[src/rtl/cv32e40x_obi_arbiter_if.sv]
// rtl/cv32e40x_obi_arbiter_if.sv - OBI bundle: instr/data core ports and the shared memory port
interface cv32e40x_obi_arbiter_if;
  logic        instr_req_i;
  logic        instr_gnt_o;
  logic [31:0] instr_addr_i;
  logic        instr_rvalid_o;
  logic [31:0] instr_rdata_o;
  logic        instr_err_o;

  logic        data_req_i;
  logic        data_gnt_o;
  logic        data_we_i;
  logic [3:0]  data_be_i;
  logic [31:0] data_addr_i;
  logic [31:0] data_wdata_i;
  logic [5:0]  data_atop_i;
  logic        data_rvalid_o;
  logic [31:0] data_rdata_o;
  logic        data_err_o;
  logic        data_exokay_o;

  logic        mem_req_o;
  logic        mem_gnt_i;
  logic [31:0] mem_addr_o;
  logic        mem_we_o;
  logic [3:0]  mem_be_o;
  logic [31:0] mem_wdata_o;
  logic [5:0]  mem_atop_o;
  logic        mem_rvalid_i;
  logic [31:0] mem_rdata_i;
  logic        mem_err_i;
  logic        mem_exokay_i;

  modport slave (
    input  instr_req_i, instr_addr_i,
    input  data_req_i, data_we_i, data_be_i, data_addr_i, data_wdata_i, data_atop_i,
    input  mem_gnt_i, mem_rvalid_i, mem_rdata_i, mem_err_i, mem_exokay_i,
    output instr_gnt_o, instr_rvalid_o, instr_rdata_o, instr_err_o,
    output data_gnt_o, data_rvalid_o, data_rdata_o, data_err_o, data_exokay_o,
    output mem_req_o, mem_addr_o, mem_we_o, mem_be_o, mem_wdata_o, mem_atop_o
  );

  modport master (
    output instr_req_i, instr_addr_i,
    output data_req_i, data_we_i, data_be_i, data_addr_i, data_wdata_i, data_atop_i,
    output mem_gnt_i, mem_rvalid_i, mem_rdata_i, mem_err_i, mem_exokay_i,
    input  instr_gnt_o, instr_rvalid_o, instr_rdata_o, instr_err_o,
    input  data_gnt_o, data_rvalid_o, data_rdata_o, data_err_o, data_exokay_o,
    input  mem_req_o, mem_addr_o, mem_we_o, mem_be_o, mem_wdata_o, mem_atop_o
  );
endinterface

[src/rtl/cv32e40x_obi_arbiter.sv]
// rtl/cv32e40x_obi_arbiter.sv - round-robin merge of instr/data OBI ports onto one memory port
// Responses are routed back through an in-order source-ID FIFO.
module cv32e40x_obi_arbiter #(
  parameter int MAX_OUTSTANDING = 2
) (
  input logic                    clk_i,
  input logic                    rst_ni,
  cv32e40x_obi_arbiter_if.slave  bus
);

  localparam int CW = $clog2(MAX_OUTSTANDING + 1);
  localparam int PW = (MAX_OUTSTANDING > 1) ? $clog2(MAX_OUTSTANDING) : 1;
  localparam logic SRC_INSTR = 1'b0;
  localparam logic SRC_DATA  = 1'b1;
  localparam logic [CW-1:0] CNT_FULL = CW'(MAX_OUTSTANDING);
  localparam logic [PW-1:0] PTR_LAST = PW'(MAX_OUTSTANDING - 1);

  logic                       sel_q;
  logic                       lock_q;
  logic                       rr_q;
  logic [MAX_OUTSTANDING-1:0] fifo_q;
  logic [PW-1:0]              wptr_q;
  logic [PW-1:0]              rptr_q;
  logic [CW-1:0]              count_q;

  logic sel;
  logic sel_req;
  logic full;
  logic empty;
  logic handshake;
  logic pop;
  logic head;

  function automatic logic [PW-1:0] ptr_inc(input logic [PW-1:0] p);
    return (p == PTR_LAST) ? '0 : p + 1'b1;
  endfunction

  // A pending ungranted address phase keeps its source until accepted.
  always_comb begin
    sel = SRC_INSTR;
    if (lock_q) begin
      sel = sel_q;
    end else if (bus.instr_req_i && bus.data_req_i) begin
      sel = ~rr_q;
    end else if (bus.data_req_i) begin
      sel = SRC_DATA;
    end
  end

  assign full      = (count_q == CNT_FULL);
  assign empty     = (count_q == '0);
  assign sel_req   = sel ? bus.data_req_i : bus.instr_req_i;
  assign handshake = bus.mem_req_o && bus.mem_gnt_i;
  assign pop       = rst_ni && bus.mem_rvalid_i && !empty;
  assign head      = fifo_q[rptr_q];

  // Full masks the request regardless of a same-cycle pop, so req never depends on rvalid.
  assign bus.mem_req_o   = rst_ni && sel_req && !full;
  assign bus.mem_addr_o  = sel ? bus.data_addr_i : bus.instr_addr_i;
  assign bus.mem_we_o    = sel && bus.data_we_i;
  assign bus.mem_be_o    = sel ? bus.data_be_i : 4'hF;
  assign bus.mem_wdata_o = sel ? bus.data_wdata_i : 32'h0;
  assign bus.mem_atop_o  = sel ? bus.data_atop_i : 6'h0;

  assign bus.instr_gnt_o = handshake && (sel == SRC_INSTR);
  assign bus.data_gnt_o  = handshake && (sel == SRC_DATA);

  assign bus.instr_rvalid_o = pop && (head == SRC_INSTR);
  assign bus.data_rvalid_o  = pop && (head == SRC_DATA);
  assign bus.instr_rdata_o  = bus.mem_rdata_i;
  assign bus.data_rdata_o   = bus.mem_rdata_i;
  assign bus.instr_err_o    = bus.mem_err_i;
  assign bus.data_err_o     = bus.mem_err_i;
  assign bus.data_exokay_o  = bus.mem_exokay_i;

  always_ff @(posedge clk_i or negedge rst_ni) begin
    if (!rst_ni) begin
      sel_q   <= SRC_INSTR;
      lock_q  <= 1'b0;
      rr_q    <= SRC_INSTR;
      fifo_q  <= '0;
      wptr_q  <= '0;
      rptr_q  <= '0;
      count_q <= '0;
    end else begin
      lock_q <= bus.mem_req_o && !bus.mem_gnt_i;
      sel_q  <= sel;
      if (handshake) begin
        rr_q           <= sel;
        fifo_q[wptr_q] <= sel;
        wptr_q         <= ptr_inc(wptr_q);
      end
      if (pop) begin
        rptr_q <= ptr_inc(rptr_q);
      end
      if (handshake && !pop) begin
        count_q <= count_q + 1'b1;
      end else if (pop && !handshake) begin
        count_q <= count_q - 1'b1;
      end
    end
  end

  stray_rvalid_a: assert property (@(posedge clk_i) disable iff (!rst_ni)
    !(bus.mem_rvalid_i && empty))
    else $warning("mem_rvalid_i with no outstanding transaction");

endmodule

[src/flat_wrapper.sv]
// flat-port wrapper written by rule: the top's interface ports become plain ports
module cv32e40x_obi_arbiter_flat 
#(
  parameter int MAX_OUTSTANDING = 2
)
  (clk_i, rst_ni, bus_instr_req_i, bus_instr_addr_i, bus_data_req_i, bus_data_we_i, bus_data_be_i, bus_data_addr_i, bus_data_wdata_i, bus_data_atop_i, bus_mem_gnt_i, bus_mem_rvalid_i, bus_mem_rdata_i, bus_mem_err_i, bus_mem_exokay_i, bus_instr_gnt_o, bus_instr_rvalid_o, bus_instr_rdata_o, bus_instr_err_o, bus_data_gnt_o, bus_data_rvalid_o, bus_data_rdata_o, bus_data_err_o, bus_data_exokay_o, bus_mem_req_o, bus_mem_addr_o, bus_mem_we_o, bus_mem_be_o, bus_mem_wdata_o, bus_mem_atop_o);
  cv32e40x_obi_arbiter_if bus_i ();
  input logic clk_i;
  input logic rst_ni;
  input wire logic [$bits(bus_i.instr_req_i)-1:0] bus_instr_req_i;
  input wire logic [$bits(bus_i.instr_addr_i)-1:0] bus_instr_addr_i;
  input wire logic [$bits(bus_i.data_req_i)-1:0] bus_data_req_i;
  input wire logic [$bits(bus_i.data_we_i)-1:0] bus_data_we_i;
  input wire logic [$bits(bus_i.data_be_i)-1:0] bus_data_be_i;
  input wire logic [$bits(bus_i.data_addr_i)-1:0] bus_data_addr_i;
  input wire logic [$bits(bus_i.data_wdata_i)-1:0] bus_data_wdata_i;
  input wire logic [$bits(bus_i.data_atop_i)-1:0] bus_data_atop_i;
  input wire logic [$bits(bus_i.mem_gnt_i)-1:0] bus_mem_gnt_i;
  input wire logic [$bits(bus_i.mem_rvalid_i)-1:0] bus_mem_rvalid_i;
  input wire logic [$bits(bus_i.mem_rdata_i)-1:0] bus_mem_rdata_i;
  input wire logic [$bits(bus_i.mem_err_i)-1:0] bus_mem_err_i;
  input wire logic [$bits(bus_i.mem_exokay_i)-1:0] bus_mem_exokay_i;
  output wire logic [$bits(bus_i.instr_gnt_o)-1:0] bus_instr_gnt_o;
  output wire logic [$bits(bus_i.instr_rvalid_o)-1:0] bus_instr_rvalid_o;
  output wire logic [$bits(bus_i.instr_rdata_o)-1:0] bus_instr_rdata_o;
  output wire logic [$bits(bus_i.instr_err_o)-1:0] bus_instr_err_o;
  output wire logic [$bits(bus_i.data_gnt_o)-1:0] bus_data_gnt_o;
  output wire logic [$bits(bus_i.data_rvalid_o)-1:0] bus_data_rvalid_o;
  output wire logic [$bits(bus_i.data_rdata_o)-1:0] bus_data_rdata_o;
  output wire logic [$bits(bus_i.data_err_o)-1:0] bus_data_err_o;
  output wire logic [$bits(bus_i.data_exokay_o)-1:0] bus_data_exokay_o;
  output wire logic [$bits(bus_i.mem_req_o)-1:0] bus_mem_req_o;
  output wire logic [$bits(bus_i.mem_addr_o)-1:0] bus_mem_addr_o;
  output wire logic [$bits(bus_i.mem_we_o)-1:0] bus_mem_we_o;
  output wire logic [$bits(bus_i.mem_be_o)-1:0] bus_mem_be_o;
  output wire logic [$bits(bus_i.mem_wdata_o)-1:0] bus_mem_wdata_o;
  output wire logic [$bits(bus_i.mem_atop_o)-1:0] bus_mem_atop_o;
  assign bus_i.instr_req_i = bus_instr_req_i;
  assign bus_i.instr_addr_i = bus_instr_addr_i;
  assign bus_i.data_req_i = bus_data_req_i;
  assign bus_i.data_we_i = bus_data_we_i;
  assign bus_i.data_be_i = bus_data_be_i;
  assign bus_i.data_addr_i = bus_data_addr_i;
  assign bus_i.data_wdata_i = bus_data_wdata_i;
  assign bus_i.data_atop_i = bus_data_atop_i;
  assign bus_i.mem_gnt_i = bus_mem_gnt_i;
  assign bus_i.mem_rvalid_i = bus_mem_rvalid_i;
  assign bus_i.mem_rdata_i = bus_mem_rdata_i;
  assign bus_i.mem_err_i = bus_mem_err_i;
  assign bus_i.mem_exokay_i = bus_mem_exokay_i;
  assign bus_instr_gnt_o = bus_i.instr_gnt_o;
  assign bus_instr_rvalid_o = bus_i.instr_rvalid_o;
  assign bus_instr_rdata_o = bus_i.instr_rdata_o;
  assign bus_instr_err_o = bus_i.instr_err_o;
  assign bus_data_gnt_o = bus_i.data_gnt_o;
  assign bus_data_rvalid_o = bus_i.data_rvalid_o;
  assign bus_data_rdata_o = bus_i.data_rdata_o;
  assign bus_data_err_o = bus_i.data_err_o;
  assign bus_data_exokay_o = bus_i.data_exokay_o;
  assign bus_mem_req_o = bus_i.mem_req_o;
  assign bus_mem_addr_o = bus_i.mem_addr_o;
  assign bus_mem_we_o = bus_i.mem_we_o;
  assign bus_mem_be_o = bus_i.mem_be_o;
  assign bus_mem_wdata_o = bus_i.mem_wdata_o;
  assign bus_mem_atop_o = bus_i.mem_atop_o;
  cv32e40x_obi_arbiter #(.MAX_OUTSTANDING(MAX_OUTSTANDING)) u_core (.clk_i(clk_i), .rst_ni(rst_ni), .bus(bus_i));
endmodule
[config.mk]
export PLATFORM = sky130hd
export DESIGN_NAME = cv32e40x_obi_arbiter_flat
export DESIGN_NICKNAME = d
export VERILOG_FILES = /design/src/rtl/cv32e40x_obi_arbiter_if.sv /design/src/rtl/cv32e40x_obi_arbiter.sv /design/src/flat_wrapper.sv
export SDC_FILE = /design/constraint.sdc
export NUM_CORES = 1
export LEC_CHECK = 0
export ABC_AREA = 1
export CORE_AREA = 2 2 113 115
export CTS_CLUSTER_SIZE = 40
export DETAILED_ROUTE_END_ITERATION = 6
export DIE_AREA = 0 0 115 117
export PLACE_DENSITY_LB_ADDON = 0.1
export SYNTH_ARGS = -nofsm -noshare
export SYNTH_HDL_FRONTEND = slang
export SYNTH_SLANG_ARGS = --single-unit
[constraint.sdc]
create_clock -name clk_i -period 1.4 [get_ports clk_i]
set_input_delay 0.21 -clock clk_i [delete_from_list [all_inputs] [get_ports clk_i]]
set_output_delay 0.21 -clock clk_i [all_outputs]
set_load 0.005 [all_outputs]
==> results of run 1 <==
==> report_power, final <==
part | leakage [nW] | switching (mW) | internal, mW
Sequential | 0.111 | 0.0820 | 0.373
Clock | 0.0382 | 0.118 | 0.380
Combinational | 2.01 | 1.48 | 1.99
Total | 2.16 | 1.68 | 2.74
==> layout make-up <==
class                   count  area (sq um)
well taps                 150           188
flip-flops and latches      9           225
inverters                  48           195
multi-input cells         178          1160
clock buffers               4          78.8
repair buffers            249          2340
repair inverters            1          16.3
fillers                  1321          8100
==> logic make-up after synthesis <==
logic type,Yosys count,share of synthesized area (%)
adder cells (fa/ha/maj),1,0.667
flip-flops,9,12.0
AND/OR/NAND/NOR,169,43.5
AO/OA/AOI/OAI,5,1.47
buffers and inverters,126,40.9
XOR/XNOR,3,1.40
==> worst min-delay path: stages <==
cell and delay [ns]:
dlygate4sd2_1 0.24, buf_6 0.11, buf_4 0.17
==> sequential cells by signal (all words and copies together) (netlist names) <==
| signal | count |
|---|---|
| u_core.rr_q | 1 |
| u_core.lock_q | 1 |
| u_core.rptr_q | 1 |
| u_core.sel_q | 1 |
| u_core.count_q | 2 |
| u_core.wptr_q | 1 |
| u_core.fifo_q | 2 |
==> layout by cell type, fill, tap and decap left out, types with 2 or more instances in the layout <==
| master | instances |
|---|---|
| nor2_4 | 34 |
| buf_16 | 4 |
| buf_6 | 22 |
| nand2_1 | 85 |
| dlymetal6s2s_1 | 4 |
| dlygate4sd2_1 | 3 |
| inv_2 | 2 |
| or2_1 | 4 |
| o21ai_2 | 2 |
| buf_2 | 48 |
| clkbuf_2 | 17 |
| inv_1 | 44 |
| clkinv_8 | 2 |
| dfrtp_1 | 9 |
| nand4_1 | 2 |
| nor2_2 | 8 |
| clkdlybuf4s50_1 | 109 |
| nand3_4 | 3 |
| buf_12 | 9 |
| nand2_8 | 2 |
| nand2_2 | 22 |
| xnor2_1 | 2 |
| buf_4 | 28 |
| nor2_1 | 6 |
| clkbuf_16 | 6 |
| nand2_4 | 2 |
==> routing by layer <==
metal	global-route usage [%]	up-vias
met3	3.40	38
met4	3.86	0
li1	-	1192
met2	19.5	144
met5	0	-
met1	13.0	975
==> metrics by stage <==
| stage | power, mW | setup slack (ns) | utilization [%] |
|---|---|---|---|
| finish | 4.42 | -0.463 | 34.2 |
| global route | 4.77 | -0.526 | 34.2 |
| CTS | 4.10 | -0.629 | 31.5 |
| detailed placement | 3.07 | -0.752 | 29.2 |
| global placement | 3.08 | -0.742 | 29.2 |
| floorplan | 1.64 | -0.0670 | - |
==> timing repair <==
action	CTS	global route
buffers inserted	15	22
endpoints found under the hold margin	0	0
gates cloned	8	3
gates resized for setup	273	129
pin swaps	8	9
endpoints found under the setup margin	82	86
==> path summary, 6_finish.rpt <==
path	from	endpoint	slack, ns	cells after the start
min in group clk_i	bus_mem_rdata_i[19]	bus_data_rdata_o[19]	0.42	0
max in group asynchronous	rst_ni	u_core.fifo_q[1]	1.11	3
min	rst_ni	u_core.rr_q	0.15	3
min reg2reg	u_core.fifo_q[1]	u_core.fifo_q[1]	0.48	2
max	u_core.lock_q	bus_mem_addr_o[16]	-0.46	11
max reg2reg	u_core.lock_q	u_core.count_q[1]	-0.37	12
==> qor.yml, run 1 <==
yosys:
  ys.flop_type: "dfrtp_1"
  ys_top_cells_by_area: "buf_4 (27%), nand2_1 (22%), dfrtp_1 (12%), inv_1 (9.2%), nor2_2 (6.7%)"
  yosysMostFrequentCell: "nand2_1"
  synth_area_sq_mm: 0.00187
  synthArstFlopShare_pct: 100
  synth_top_area_cell: "buf_4"
  synth_seq_cells: 9
  synth_top_cell_area_share_pct: 26.8
  yosys-top-cells-count: "nand2_1 (109), buf_4 (67), inv_1 (46)"
  synth.distinct_cells: 25
  syn_avg_cell_area_sq_um: 5.99
  ys_seq_area_share_pct: 12.0
  yosys_warnings: 0
  syn-num-nets: 461
  synth_edf_count: 0
  postSynthCellCount: 313
detailed_routing:
  antenna_left: 0
  wl_met2_mm: 4.33
  drt-total-wl_mm: 8.73
  top_layer: "met4"
  initialDrtViolationCount: 45
  wl_per_cell_microns: 13.7
  drc: 0
  drt-met1-wl_mm: 3.22
  route.met3.wl_microns: 920
  vias: 2349
  dr.pass1.iters: 4
  viasPerCell: 3.68
setup_path:
  arrival_ns: 1.65
  crit_top_cell: "buf_6"
  critical_path.startpoint_type: "flop"
  end_kind: "output port"
  crit_fanout: 6
  slowest_delay_ns: 0.38
  path_cells: "inv_2, nand3_4, nand2_8, buf_6, clkinv_8, buf_12, buf_16, buf_6, nand2_2, nand2_1, buf_2"
  slowest_stage: "dfrtp_1"
  critPathBufInv: 7
  cp_top_family: "buffers and inverters"
  worst-setup-path-type: "reg2out"
  required_ns: 1.19
clock_network:
  cts_sinks: 9
  clkTransAtPathRegs_ns: 0.04
  cts_buffer_depth: 2
  tritoncts: "yes"
  hold_buffers: 0
  clock-root-buffer: "clkbuf_16"
  cts_buffers: 3
  insertion_delay_ns: 0.23
  htree_levels: 1
timing:
  fin_crit_sh_pct: 133
  tightest_slew_ns: 0.203
  tns_ns: -23.11
  fmax_mhz: 537
  hold_viol: 0
  fin_worst_skew_ns: 0.00203
  rsz0062_at_grt: "true"
  finalWorstSetupSlack_ns: -0.463
  slew_headroom_pct: 86.4
  fin_hold_ws_ns: 0.152
  setup_viol: 85
  finalMaxSlewViolations: 0
  fin_crit_ns: 1.86
placement:
  dp_cells: 595
  gp_congestion: 0.670
  dpl-instance-area_sq_mm: 0.00360
  hpwl_mm: 6.34
  io_buffers: 192
floorplan:
  ioPinCount: 294
  dieArea_sq_mm: 0.0135
  die_h_microns: 117
  chipWidth_microns: 115
  floorplan.initialDensity_pct: 15.2
  core_area_sq_mm: 0.0123
  std_cell_rows: 41
global_route:
  grt_pass1_vias: 2090
  grt_pass1_wl_mm: 11.5
  gr-total-overflow: 0
  antenna_found_initial: 0
  grt_max_degree: 23
  grtUsageTotal_pct: 11.2
layout:
  nNetsFinal: 638
  syn2layout_area_growth_pct: 125
  drive_gt1_share_pct: 44.4
  instances_no_fill: 639
  fin_area_sq_mm: 0.00421
  diodes: 0
job:
  drv_cap: 0
run_status:
  violations: "negative setup slack"
  run_status: "complete, but fails checks"
power:
  power_density_mw_per_mm2: 1050
  p_leak_nw: 2.16
  vdd_drop_max_uv: 540
hold_path:
  hp-class: "in2async"
(Power assumes the default switching activity.)
==> run 2: changes to the inputs <==
==> constraint.sdc (replaced) <==
create_clock -name clk_i -period 1.4 [get_ports clk_i]
set_input_delay 0.28 -clock clk_i [delete_from_list [all_inputs] [get_ports clk_i]]
set_output_delay 0.28 -clock clk_i [all_outputs]
set_load 0.005 [all_outputs]
==> qor.yml, run 2 (synthesis gave the netlist of run 1 again) <==
global_route:
  grtUsageTotal_pct: 11.0  # -0.17 points
  gr-total-overflow: 0  # unchanged
  grt_pass1_wl_mm: 11.4  # -1.1%
  grt_max_degree: 23  # unchanged
  grt_pass1_vias: 2214  # +5.9%
  antenna_found_initial: 0  # unchanged
floorplan:
  dieArea_sq_mm: 0.0135  # unchanged
  floorplan.initialDensity_pct: 15.2  # unchanged
  std_cell_rows: 41  # unchanged
  die_h_microns: 117  # unchanged
  ioPinCount: 294  # unchanged
  chipWidth_microns: 115  # unchanged
  core_area_sq_mm: 0.0123  # unchanged
clock_network:
  cts_buffer_depth: 2  # unchanged
  clock-root-buffer: "clkbuf_16"
  clkTransAtPathRegs_ns: 0.04  # about the same
  tritoncts: "yes"
  htree_levels: 1  # unchanged
  cts_sinks: 9  # unchanged
  cts_buffers: 3  # unchanged
  insertion_delay_ns: 0.24  # about the same
timing:
  finalMaxSlewViolations: 0  # unchanged
  fin_crit_ns: 1.87  # +0.00511 ns
  finalWorstSetupSlack_ns: -0.468  # -0.00511 ns
  tightest_slew_ns: 0.257  # +0.0541 ns
  fin_hold_ws_ns: 0.221  # +0.0684 ns
  slew_headroom_pct: 82.8  # -3.6 points
  rsz0062_at_grt: "true"
  fmax_mhz: 535  # -0.27%
  hold_viol: 0  # unchanged
  setup_viol: 85  # unchanged
  fin_crit_sh_pct: 133  # +0.37 points
  fin_worst_skew_ns: 0.00204  # +0.0000153 ns
power:
  internal_power_mw: 2.81  # +2.4%
  swShare_pct: 38.1  # +0.16 points
  power_frac_comb_pct: 78.6  # +0.2 points
  clkPwrFrac_pct: 11.2  # about the same
  p_sw_mw: 1.73  # +3.1%
  p_leak_nw: 2.17  # +0.17%
  power_density_mw_per_mm2: 1060  # +1.4%
  pwr-share-seq_pct: 10.2  # about the same
  vdd_drop_max_uv: 440  # -19%
detailed_routing:
  drc: 0  # unchanged
  wl_per_cell_microns: 13.7  # +0.29%
  drt-total-wl_mm: 8.72  # -0.18%
  antenna_left: 0  # unchanged
  initialDrtViolationCount: 30  # -33%
  viasPerCell: 3.71  # +0.90%
  vias: 2359  # +0.43%
  dr.pass1.iters: 4  # unchanged
placement:
  gp_congestion: 0.688  # +2.7%
  dpl-instance-area_sq_mm: 0.00361  # +0.42%
  post-place-ws_ns: -0.890  # -0.138 ns
  dp_cells: 597  # +0.34%
  io_buffers: 192  # unchanged
  hpwl_mm: 6.31  # -0.53%
layout:
  drive_gt1_share_pct: 47.5  # +3.2 points
  diodes: 0  # unchanged
  nNetsFinal: 635  # -0.47%
  fin_area_sq_mm: 0.00426  # +1.2%
  top_regs: "u_core.count_q (2), u_core.fifo_q (2)"
  syn2layout_area_growth_pct: 127
  instances_no_fill: 636  # -0.47%
  layout_common_cells: "clkdlybuf4s50_1 (109), nand2_1 (74), buf_2 (50)"
  layout_commonest_cell: "clkdlybuf4s50_1"
setup_path:
  timing.rr.start: "u_core.lock_q"
  crit_fanout: 7  # +1
  critical_path.startpoint_type: "flop"
  arrival_ns: 1.59  # -0.06 ns
  r2r_slack_ns: -0.39  # -0.02 ns
  worst-setup-path-type: "reg2out"
  required_ns: 1.12  # -0.07 ns
  end_kind: "output port"
  rr_endpoint: "u_core.count_q[1]"
  critPathLaunch: "u_core.lock_q"
  ff2ff_path_depth: 12  # unchanged
run_status:
  violations: "negative setup slack"
  run_status: "complete, but fails checks"
hold_path:
  hp-class: "in2async"
job:
  drv_cap: 0  # unchanged
[run 2: cell type report]
| cell class | instances | area (sq um) |
|---|---|---|
| Fill cell | 1314 | 8050 |
| Timing Repair Buffer | 247 | 2360 |
| Multi-Input combinational cell | 178 | 1210 |
| Sequential cell | 9 | 225 |
| Inverter | 48 | 195 |
| Tap cell | 150 | 188 |
| Clock buffer | 4 | 78.8 |
[run 2: repair_timing]
item	CTS	global route
gates cloned	6	4
gates resized for setup	304	135
endpoints found under the setup margin	86	86
endpoints found under the hold margin	0	0
buffers inserted	17	15
hold buffers	0	0
pin swaps	6	17
[run 2: how the worst max path moves through the flow]
stage | to | slack, ns | depth (start not counted)
detailed placement | bus_data_gnt_o | -0.89 | 7
global route | bus_mem_addr_o[15] | -0.52 | 9
CTS | bus_mem_addr_o[8] | -0.68 | 7
floorplan | u_core.count_q[1] | -0.07 | 10
global placement | bus_instr_gnt_o | -0.87 | 8
finish | bus_mem_addr_o[28] | -0.47 | 10
[run 2: critical path: stages (launching register included)]
cell and delay, ns:
dfrtp_1 0.40, inv_2 0.07, nand3_4 0.10, nand2_8 0.10, clkinv_8 0.08, buf_12 0.14
buf_16 0.13, buf_12 0.12, nand2_4 0.04, nand2_1 0.04, buf_2 0.12
[run 2: power groups by stage]
stage | sequential, mW | combinational [mW] | clock (mW)
floorplan | 0.434 | 1.21 | 0
global placement | 0.437 | 2.67 | 0
detailed placement | 0.442 | 2.65 | 0
CTS | 0.446 | 3.17 | 0.521
global route | 0.475 | 3.88 | 0.527
finish | 0.464 | 3.56 | 0.509
[run 2: through the flow]
stage	power, mW	TNS, ns	util [%]
after floorplan	1.64	-0.0670	-
after CTS	4.14	-36.05	32.0
after detailed placement	3.10	-68.95	29.3
final	4.53	-29.53	34.6
after global placement	3.10	-68.28	29.3
after global routing	4.88	-34.28	34.6
[run 2: layer usage]
metal / track usage [%] / share of wire, % / vias to the layer above
met5: 0 / 0 / -
met1: 11.7 / 35 / 991
li1: - / - / 1180
met4: 5.06 / 3.4 / 0
met2: 20.3 / 51 / 147
met3: 2.99 / 11 / 41
